$ cat src/rtl/program_loader_pkg.sv
// Shared definitions for the instruction-memory program loader: FSM state
// encoding and default sizing constants.
package program_loader_pkg;

   localparam int DEF_ADDR_W          = 6;
   localparam int DEF_DEPTH           = 64;
   localparam int DEF_DEBOUNCE_CYCLES = 16;

   typedef enum logic [2:0] {
      IDLE,
      WAIT_HI,
      WAIT_LO,
      WRITE,
      FULL
   } loader_state_e;

endpackage

$ cat src/rtl/program_loader_if.sv
// Instruction-memory write port driven by the program loader.
interface program_loader_if
   import program_loader_pkg::*;
#(
   parameter int ADDR_W = DEF_ADDR_W
);

   logic              wr_en;
   logic [ADDR_W-1:0] wr_addr;
   logic [15:0]       wr_data;

   modport master (output wr_en, wr_addr, wr_data);
   modport slave  (input  wr_en, wr_addr, wr_data);

endinterface

$ cat src/rtl/program_loader_button_debouncer.sv
// Push-button conditioning: 2-FF synchronizer, hold-time debounce counter and
// a one-cycle press pulse on each accepted rising edge.
module button_debouncer
   import program_loader_pkg::*;
#(
   parameter int DEBOUNCE_CYCLES = DEF_DEBOUNCE_CYCLES
) (
   input  logic clk,
   input  logic reset,
   input  logic clk_enable,
   input  logic button,
   output logic press
);

   localparam int             CNT_W    = $clog2(DEBOUNCE_CYCLES + 1);
   localparam logic [CNT_W-1:0] CNT_LAST = CNT_W'(DEBOUNCE_CYCLES - 1);

   logic             sync1_q, sync2_q;
   logic             stable_q, stable_d;
   logic             stable_dly_q;
   logic             press_q, press_d;
   logic [CNT_W-1:0] cnt_q, cnt_d;

   // The stable level flips on the last counted cycle of an unbroken run at the new level.
   always_comb begin
      stable_d = stable_q;
      cnt_d    = '0;
      press_d  = stable_q & ~stable_dly_q;
      if (sync2_q != stable_q) begin
         if (cnt_q == CNT_LAST) begin
            stable_d = sync2_q;
         end else begin
            cnt_d = cnt_q + 1'b1;
         end
      end
   end

   always_ff @(posedge clk or negedge reset) begin
      if (!reset) begin
         sync1_q      <= 1'b0;
         sync2_q      <= 1'b0;
         stable_q     <= 1'b0;
         stable_dly_q <= 1'b0;
         cnt_q        <= '0;
         press_q      <= 1'b0;
      end else if (clk_enable) begin
         sync1_q      <= button;
         sync2_q      <= sync1_q;
         stable_q     <= stable_d;
         stable_dly_q <= stable_q;
         cnt_q        <= cnt_d;
         press_q      <= press_d;
      end
   end

   assign press = press_q;

endmodule

$ cat src/rtl/program_loader.sv
// Loads 16-bit instructions into instruction memory from two button-captured
// switch bytes. Optional macro PROGRAM_LOADER_ECHO_EN adds the echo_data display port.
module program_loader
   import program_loader_pkg::*;
#(
   parameter int ADDR_W          = DEF_ADDR_W,
   parameter int DEPTH           = DEF_DEPTH,
   parameter int DEBOUNCE_CYCLES = DEF_DEBOUNCE_CYCLES
) (
   input  logic                   clk,
   input  logic                   reset,
   input  logic                   clk_enable,
   input  logic                   button,
   input  logic [7:0]             input_instruction,
   input  logic                   load_mode,
   program_loader_if.master       wr_port,
   output logic                   byte_phase,
   output logic [ADDR_W:0]        load_count,
`ifdef PROGRAM_LOADER_ECHO_EN
   output logic                   full,
   output logic [15:0]            echo_data
`else
   output logic                   full
`endif
);

   logic press;

   button_debouncer #(
      .DEBOUNCE_CYCLES(DEBOUNCE_CYCLES)
   ) u_debouncer (
      .clk        (clk),
      .reset      (reset),
      .clk_enable (clk_enable),
      .button     (button),
      .press      (press)
   );

   loader_state_e     state_q, state_d;
   logic [ADDR_W-1:0] wr_addr_q, wr_addr_d;
   logic [15:0]       wr_data_q, wr_data_d;
   logic [7:0]        hi_byte_q, hi_byte_d;
   logic              byte_phase_q, byte_phase_d;
   logic [ADDR_W:0]   load_count_q, load_count_d;
   logic              full_q, full_d;
`ifdef PROGRAM_LOADER_ECHO_EN
   logic [15:0]       echo_q, echo_d;
`endif

   always_comb begin
      state_d      = state_q;
      wr_addr_d    = wr_addr_q;
      wr_data_d    = wr_data_q;
      hi_byte_d    = hi_byte_q;
      byte_phase_d = byte_phase_q;
      load_count_d = load_count_q;
      full_d       = full_q;
`ifdef PROGRAM_LOADER_ECHO_EN
      echo_d       = echo_q;
`endif

      case (state_q)
         IDLE: begin
            if (load_mode) state_d = WAIT_HI;
         end
         WAIT_HI: begin
            if (!load_mode) begin
               state_d = IDLE;
            end else if (press) begin
               hi_byte_d    = input_instruction;
               byte_phase_d = 1'b1;
               state_d      = WAIT_LO;
            end
         end
         WAIT_LO: begin
            if (!load_mode) begin
               state_d = IDLE;
            end else if (press) begin
               wr_data_d = {hi_byte_q, input_instruction};
               state_d   = WRITE;
            end
         end
         WRITE: begin
            byte_phase_d = 1'b0;
            load_count_d = load_count_q + 1'b1;
`ifdef PROGRAM_LOADER_ECHO_EN
            echo_d       = wr_data_q;
`endif
            if (!load_mode) begin
               state_d = IDLE;
            end else if (int'(load_count_q) == DEPTH - 1) begin
               // Address stays on the last slot so it never appears to wrap.
               full_d  = 1'b1;
               state_d = FULL;
            end else begin
               wr_addr_d = wr_addr_q + 1'b1;
               state_d   = WAIT_HI;
            end
         end
         FULL: begin
            if (!load_mode) state_d = IDLE;
         end
         default: state_d = IDLE;
      endcase

      // Entering or sitting in IDLE discards all load progress.
      if (state_d == IDLE) begin
         wr_addr_d    = '0;
         load_count_d = '0;
         full_d       = 1'b0;
         byte_phase_d = 1'b0;
`ifdef PROGRAM_LOADER_ECHO_EN
         echo_d       = '0;
`endif
      end
   end

   always_ff @(posedge clk or negedge reset) begin
      if (!reset) begin
         state_q      <= IDLE;
         wr_addr_q    <= '0;
         wr_data_q    <= '0;
         hi_byte_q    <= '0;
         byte_phase_q <= 1'b0;
         load_count_q <= '0;
         full_q       <= 1'b0;
`ifdef PROGRAM_LOADER_ECHO_EN
         echo_q       <= '0;
`endif
      end else if (clk_enable) begin
         state_q      <= state_d;
         wr_addr_q    <= wr_addr_d;
         wr_data_q    <= wr_data_d;
         hi_byte_q    <= hi_byte_d;
         byte_phase_q <= byte_phase_d;
         load_count_q <= load_count_d;
         full_q       <= full_d;
`ifdef PROGRAM_LOADER_ECHO_EN
         echo_q       <= echo_d;
`endif
      end
   end

   assign wr_port.wr_en   = (state_q == WRITE);
   assign wr_port.wr_addr = wr_addr_q;
   assign wr_port.wr_data = wr_data_q;
   assign byte_phase      = byte_phase_q;
   assign load_count      = load_count_q;
   assign full            = full_q;
`ifdef PROGRAM_LOADER_ECHO_EN
   assign echo_data       = (state_q == WAIT_LO) ? {hi_byte_q, 8'h00} : echo_q;
`endif

endmodule

$ cat src/flat_wrapper.sv
// flat-port wrapper written by rule: the top's interface ports become plain ports
module program_loader_flat import program_loader_pkg::*;
#(
   parameter int ADDR_W          = DEF_ADDR_W,
   parameter int DEPTH           = DEF_DEPTH,
   parameter int DEBOUNCE_CYCLES = DEF_DEBOUNCE_CYCLES
)
  (clk, reset, clk_enable, button, input_instruction, load_mode, byte_phase, load_count, full, wr_port_wr_en, wr_port_wr_addr, wr_port_wr_data);
  program_loader_if #(.ADDR_W(ADDR_W)) wr_port_i ();
  input  logic clk;
  input  logic reset;
  input  logic clk_enable;
  input  logic button;
  input  logic [7:0] input_instruction;
  input  logic load_mode;
  output logic byte_phase;
  output logic [ADDR_W:0] load_count;
  output logic full;
  output wire logic [$bits(wr_port_i.wr_en)-1:0] wr_port_wr_en;
  output wire logic [$bits(wr_port_i.wr_addr)-1:0] wr_port_wr_addr;
  output wire logic [$bits(wr_port_i.wr_data)-1:0] wr_port_wr_data;
  assign wr_port_wr_en = wr_port_i.wr_en;
  assign wr_port_wr_addr = wr_port_i.wr_addr;
  assign wr_port_wr_data = wr_port_i.wr_data;
  program_loader #(.ADDR_W(ADDR_W), .DEPTH(DEPTH), .DEBOUNCE_CYCLES(DEBOUNCE_CYCLES)) u_core (.clk(clk), .reset(reset), .clk_enable(clk_enable), .button(button), .input_instruction(input_instruction), .load_mode(load_mode), .wr_port(wr_port_i), .byte_phase(byte_phase), .load_count(load_count), .full(full));
endmodule
$ cat config.mk
export PLATFORM = sky130hd
export DESIGN_NAME = program_loader_flat
export DESIGN_NICKNAME = d
export VERILOG_FILES = /design/src/rtl/program_loader_pkg.sv /design/src/rtl/program_loader_if.sv /design/src/rtl/program_loader_button_debouncer.sv /design/src/rtl/program_loader.sv /design/src/flat_wrapper.sv
export SDC_FILE = /design/constraint.sdc
export NUM_CORES = 1
export LEC_CHECK = 0
export ABC_AREA = 1
export BUFFER_PORTS_ARGS = -buffer_cell sky130_fd_sc_hd__buf_2
export CAP_MARGIN = 40
export CORE_AREA = 2 2 79 81
export DETAILED_ROUTE_END_ITERATION = 16
export DIE_AREA = 0 0 81 83
export PLACE_DENSITY_LB_ADDON = 0.15
export SETUP_SLACK_MARGIN = 0.02
export SKIP_CTS_REPAIR_TIMING = 1
export SYNTH_ARGS = -nofsm -noshare
export SYNTH_HDL_FRONTEND = slang
export SYNTH_HIERARCHICAL = 1
export SYNTH_SLANG_ARGS = --single-unit
$ cat constraint.sdc
create_clock -name clk -period 2 [get_ports clk]
set_clock_uncertainty 0.2 [all_clocks]
set_input_delay 0.1 -clock clk [delete_from_list [all_inputs] [get_ports clk]]
set_output_delay 0.1 -clock clk [all_outputs]
set_load 0.005 [all_outputs]
; Word level (Yosys, flattened, before mapping)
; Index checks and enable logic that the tools add are counted.
[totals]
ff_bits = 52
inputBits = 13
out_inout_bits = 32
elab_cells = 66
[op_classes]
add_sub_neg = 3
n_eq_ne = 10
muxes = 25
bitwise_logic = 2
reduce_logical = 13
[op_table]
columns = cell, n
row1 = $mux 3, 8
row2 = $mux 6, 4
row3 = $reduce_and 4->1, 5
row4 = $pmux 3 s5, 1
row5 = $mux 7, 2
row6 = $mux 5, 2
row7 = $add 7x1->7 const B, 1
row8 = $eq 7x7->1 const B, 1
row9 = $mux 1, 7
row10 = $add 6x1->6 const B, 1
row11 = $eq 3x2->1 const B, 2
row12 = $logic_not 3->1, 2
row13 = $ne 3x2->1 const B, 2
row14 = $reduce_bool 2->1, 3
row15 = $add 5x1->5 const B, 1
row16 = $eq 5x4->1 const B, 1
row17 = $eq 3x1->1 const B, 1
row18 = $eq 3x3->1 const B, 1
row19 = $reduce_and 3->1, 1
row20 = $reduce_bool 3->1, 1
row21 = $ne 2x2->1 const B, 1
row22 = $pmux 1 s2, 1
row23 = $reduce_and 2->1, 1
row24 = $and 1x1->1, 1
row25 = 2 further kinds, 2

; Logic depth before layout (Yosys ltp)
[logic_depth]
ltp_word = 7
mapped_depth = 8
ltp_nobuf = 8

; Modules after synthesis
; The synthesis kept the hierarchy.
[modules_own_cells]
columns = mod, n_inst, cells_per_inst, area_per_inst_um2, seq_area_each_um2
row1 = program_loader, 1, 246, 2083.2, 1051.0
row2 = button_debouncer, 1, 55, 470.5, 250.2

; Least setup slack after synthesis
; No wires, ideal clock.
[synth_timing]
path_type = flip-flop to flip-flop
start = register u_core.load_count_q[0] (netlist: u_core/load_count[0])
end = register u_core.wr_addr_q[3] (netlist: u_core/wr_port.wr_addr[3])
setup_time_ns = 0.117
t_arrival_ns = 1.249
required_time_ns = 1.683
slack_ns = 0.434
stages_incl_launch_ff = 9
path_buffers = 0
period_less_slack_ns = 1.566
path_cell_list = dfrtp_1 ha_1 nand2_1 nor2_1 nand2_1 nand3_2 nand2_1 nand2_1 nand2_1
[synth_between]
elab_chain_len = 7
word_cells_on_any_way = 10
cone_classes = eq/ne: 2 / mux: 4 / reduce/logical: 4
[synth_rtl]
columns = element, line
row1 = "start, declared", program_loader.sv:44  ; logic [ADDR_W:0] load_count_q, load_count_d;
row2 = "start signal, assigned", program_loader.sv:136  ; load_count_q <= load_count_d;
row3 = $eq 7x7->1 *, program_loader.sv:91  ; end else if (int'(load_count_q) == DEPTH - 1) begin
row4 = $mux 3, program_loader.sv:91
row5 = $mux 3, program_loader.sv:89  ; if (!load_mode) begin
row6 = $pmux 3 s5, program_loader.sv:62  ; case (state_q)
row7 = $logic_not 3->1, program_loader.sv:107  ; if (state_d == IDLE) begin
row8 = $ne 2x2->1 (no line) / $reduce_bool 2->1 (equally long branches), -
row9 = $reduce_and 4->1 (no line), -
row10 = "end signal, assigned", program_loader.sv:132  ; wr_addr_q <= wr_addr_d;
row11 = "end, declared", program_loader.sv:40  ; logic [ADDR_W-1:0] wr_addr_q, wr_addr_d;
; Mark *: on every way between the ends. The rest lies on a longest branch, timed or not.
; A chain may end at the register's enable or synchronous reset.

; Worst setup path after layout
[layout_timing]
start = register u_core.state_q[0]
end = register u_core.wr_addr_q[3] (netlist: u_core/wr_port.wr_addr[3])
[layout_between]
elab_chain_len = 6
word_cells_on_any_way = 18
cone_classes = eq/ne: 5 / mux: 8 / reduce/logical: 5
[layout_rtl]
columns = element, line
row1 = "start, declared", program_loader.sv:39  ; loader_state_e state_q, state_d;
row2 = "start signal, assigned", program_loader.sv:131  ; state_q <= state_d;
row3 = "$mux 3, on equally long branches", "program_loader.sv:78, program_loader.sv:69"
row4 = "$mux 3, on equally long branches", "program_loader.sv:76, program_loader.sv:67"
row5 = $pmux 3 s5, program_loader.sv:62
row6 = $logic_not 3->1, program_loader.sv:107
row7 = $ne 2x2->1 (no line) / $reduce_bool 2->1 (equally long branches), -
row8 = $reduce_and 4->1 (no line), -
; Several ways; a longest one is shown, not always the timed one.

==> results.toml <==
[outcome]
status = "complete, no violations"

[routing]
wl_per_cell_um = 11.5
firstDrtPassIters = 4
wl_um = 5000
final_antenna_net_count = 0
vias = 2078
drc_errors = 0
drt_iter0_markers = 94
vias_per_cell = 4.78

[timing]
relSlewSlack_pct = 65.3
finalSetupViolations = 0
fin_crit_sh_pct = 88.1
tightest_slew_ns = 0.518
layout_min_cycle_time_ns = 1.76
fmax_ghz = 0.568
hold_violations = 0
setup_tns_ns = 0
rsz0062_at_grt = "no"
slew_viol_final = 0

[floorplan]
die_h_um = 83
start_util_pct = 43.9
fp.dieArea_um2 = 6720
num_io_pins = 45
coreArea_um2 = 5820
die_w_um = 81
fp-row-count = 28

[cts]
cts_tree = "done"
path_clk_slew_ns = 0.10
clockRootBuffer = "clkbuf_8"
numCtsBuffers = 5
clockBufferDepth = 2
cts_sinks = 52
cts_max_level = 2
clk_latency_ns = 0.31

[logic_synthesis]
ys_seq_area_share_pct = 51.0
synth.net_count = 317
yosysUniqueCellTypes = 26
netlist_area_um2 = 2550
synth_cells = 301
synth_area_per_cell_um2 = 8.48
synth-seq-cells = 52
yosys_warnings = 6

[critical_path]
criticalPathCategory = "register to register"
worst_ep_arrival_time_ns = 1.77
r2r_slack_ns = 0.24
r2r_cells = 6
endpoint_kind = "register"
worstPathMaxFanout = 8
regToRegStartpoint = "u_core/state_q[0]$_DFFE_PN0P_"
start_kind = "register"
required_ns = 2.01
reg2reg_to = "u_core/wr_port.wr_addr[3]$_DFFE_PN0P_"

[global_routing]
track_usage_pct = 15.6
grt_pass1_vias = 1838
antenna_found_initial = 0
grt_pass1_wl_um = 8380
grt-ovfl-total = 0
grt_max_degree = 53

[finish]
register_area_um2 = 1300
final_cell_mix = "nand2_1 (109), dfrtp_1 (52), buf_2 (44), nand3_1 (31), inv_1 (26)"
drive_above_1_share_pct = 22.8
fill_cells = 578
syn_to_final_growth_pct = 19.4
multiInputGateArea_um2 = 1080
nets = 375
final_common_cell = "nand2_1"
antenna_cells = 0

[pwr]
total_power_w = 0.00191
ir_drop_uv = 273
p_per_area_nw_per_um2 = 627
p_leak_nw = 1.67

[hold_path]
worstHoldEndpoint = "u_core/state_q[2]$_DFFE_PN0P_"
whs_path_depth = 3
worstHoldStart = "clk_enable"
hp-class = "primary input to register"

[placed_design]
routabilityCongestion = 0.824
io_buffers = 44
detailed_place_hpwl_um = 3420

[job]
cap_violations = 0
[metrics by stage]
step	cell area [um^2]	hold slack, ns	instances	setup slack [ns]	util (%)
2_1_floorplan	2550	-0.396	301	0.434	-
3_3_place_gp	2840	-0.0813	416	0.345	48.8
3_5_place_dp	2840	-0.0850	416	0.251	48.8
4_1_cts	2940	-0.434	424	0.233	50.5
5_1_grt	3050	0.0146	435	0.0461	52.4
6_report	3050	0.00991	435	0.239	52.4
[final cells by class]
type,instances,area share (%)
Sequential cell,52,42.7
Multi-Input combinational cell,214,35.5
Inverter,28,3.53
Tap cell,75,3.08
Timing Repair Buffer,58,12.0
Clock inverter,3,0.944
Clock buffer,5,2.26
[critical path, cell delays in order, from the launching register on]
cell and delay (ns):
dfrtp_1 0.48, o21ai_0 0.26, nand2_1 0.21, nand2_1 0.25, nand2_1 0.13, nand2_1 0.08
nand2_1 0.05
[metal layers]
layer,GRT usage (%),vias up,share of wire (%)
met1,23.1,951,49
met4,4.16,0,1.2
li1,-,1075,-
met5,0,-,0
met2,22.5,45,45
met3,4.13,7,5.4
[flip-flops by register name, indices dropped and copies added (netlist names), 3 cells and up]
| name | flops |
|---|---|
| u_core/hi_byte_q | 8 |
| u_core/state_q | 3 |
| u_core/wr_port.wr_data | 16 |
| u_core/wr_port.wr_addr | 6 |
| u_core/u_debouncer/cnt_q | 5 |
| u_core/load_count | 7 |
[worst max path at each step]
| stage | to | cells past startpoint | start | slack (ns) |
|---|---|---|---|---|
| detailed placement | u_core/wr_port.wr_addr[3]$_DFFE_PN0P_ | 6 | u_core/state_q[0]$_DFFE_PN0P_ | 0.25 |
| finish | u_core/wr_port.wr_addr[3]$_DFFE_PN0P_ | 6 | u_core/state_q[0]$_DFFE_PN0P_ | 0.24 |
| CTS | u_core/wr_port.wr_addr[3]$_DFFE_PN0P_ | 6 | u_core/state_q[0]$_DFFE_PN0P_ | 0.23 |
| floorplan | u_core/wr_port.wr_addr[3]$_DFFE_PN0P_ | 8 | u_core/load_count[0]$_DFFE_PN0P_ | 0.43 |
| global placement | u_core/wr_port.wr_addr[5]$_DFFE_PN0P_ | 8 | u_core/load_count[0]$_DFFE_PN0P_ | 0.34 |
| global route | u_core/wr_port.wr_addr[4]$_DFFE_PN0P_ | 8 | u_core/load_count[0]$_DFFE_PN0P_ | 0.05 |
[synthesized netlist by cell type]
library cell | number | area [um^2]
a21boi_0 | 2 | 15.0
buf_2 | 2 | 10.0
buf_4 | 1 | 7.51
buf_6 | 4 | 45.0
dfrtp_1 | 52 | 1300
ha_1 | 3 | 37.5
inv_1 | 26 | 97.6
inv_2 | 1 | 3.75
inv_4 | 1 | 6.26
nand2_1 | 109 | 409
nand2_4 | 2 | 22.5
nand3_1 | 31 | 155
nand3_2 | 3 | 30.0
nand4_1 | 2 | 12.5
nor2_1 | 20 | 75.1
nor2_2 | 1 | 6.26
nor2_4 | 1 | 11.3
nor3_1 | 1 | 5.00
nor3_4 | 1 | 16.3
nor3b_4 | 1 | 18.8
o21ai_0 | 13 | 65.1
o21ai_1 | 1 | 5.00
o21ai_2 | 16 | 140
o21bai_1 | 3 | 22.5
xnor2_1 | 2 | 17.5
xor2_1 | 2 | 17.5
[power by group]
| part | leakage, nW | switching, W | internal (W) | total, W |
|---|---|---|---|---|
| logic | 0.899 | 0.0000951 | 0.0000628 | 0.000158 |
| clock network | 0.0511 | 0.000383 | 0.000265 | 0.000648 |
| registers | 0.717 | 0.0000311 | 0.00107 | 0.00111 |
| total | 1.67 | 0.000509 | 0.00140 | 0.00191 |
[cell families (layout without fill, tap and decap cells)]
kind of cell               Yosys count  after routing  synth area share [%]
DFF                                 52             52                  51.0
buffers and inverters               35             94                  6.66
adders and majority gates            3              3                  1.47
xor gates and xnor gates             4              4                  1.37
and+or+nand+nor                    172            172                  29.8
AOI/OAI and AO/OA                   35             35                  9.70
Power figures use the tool's default switching activity.
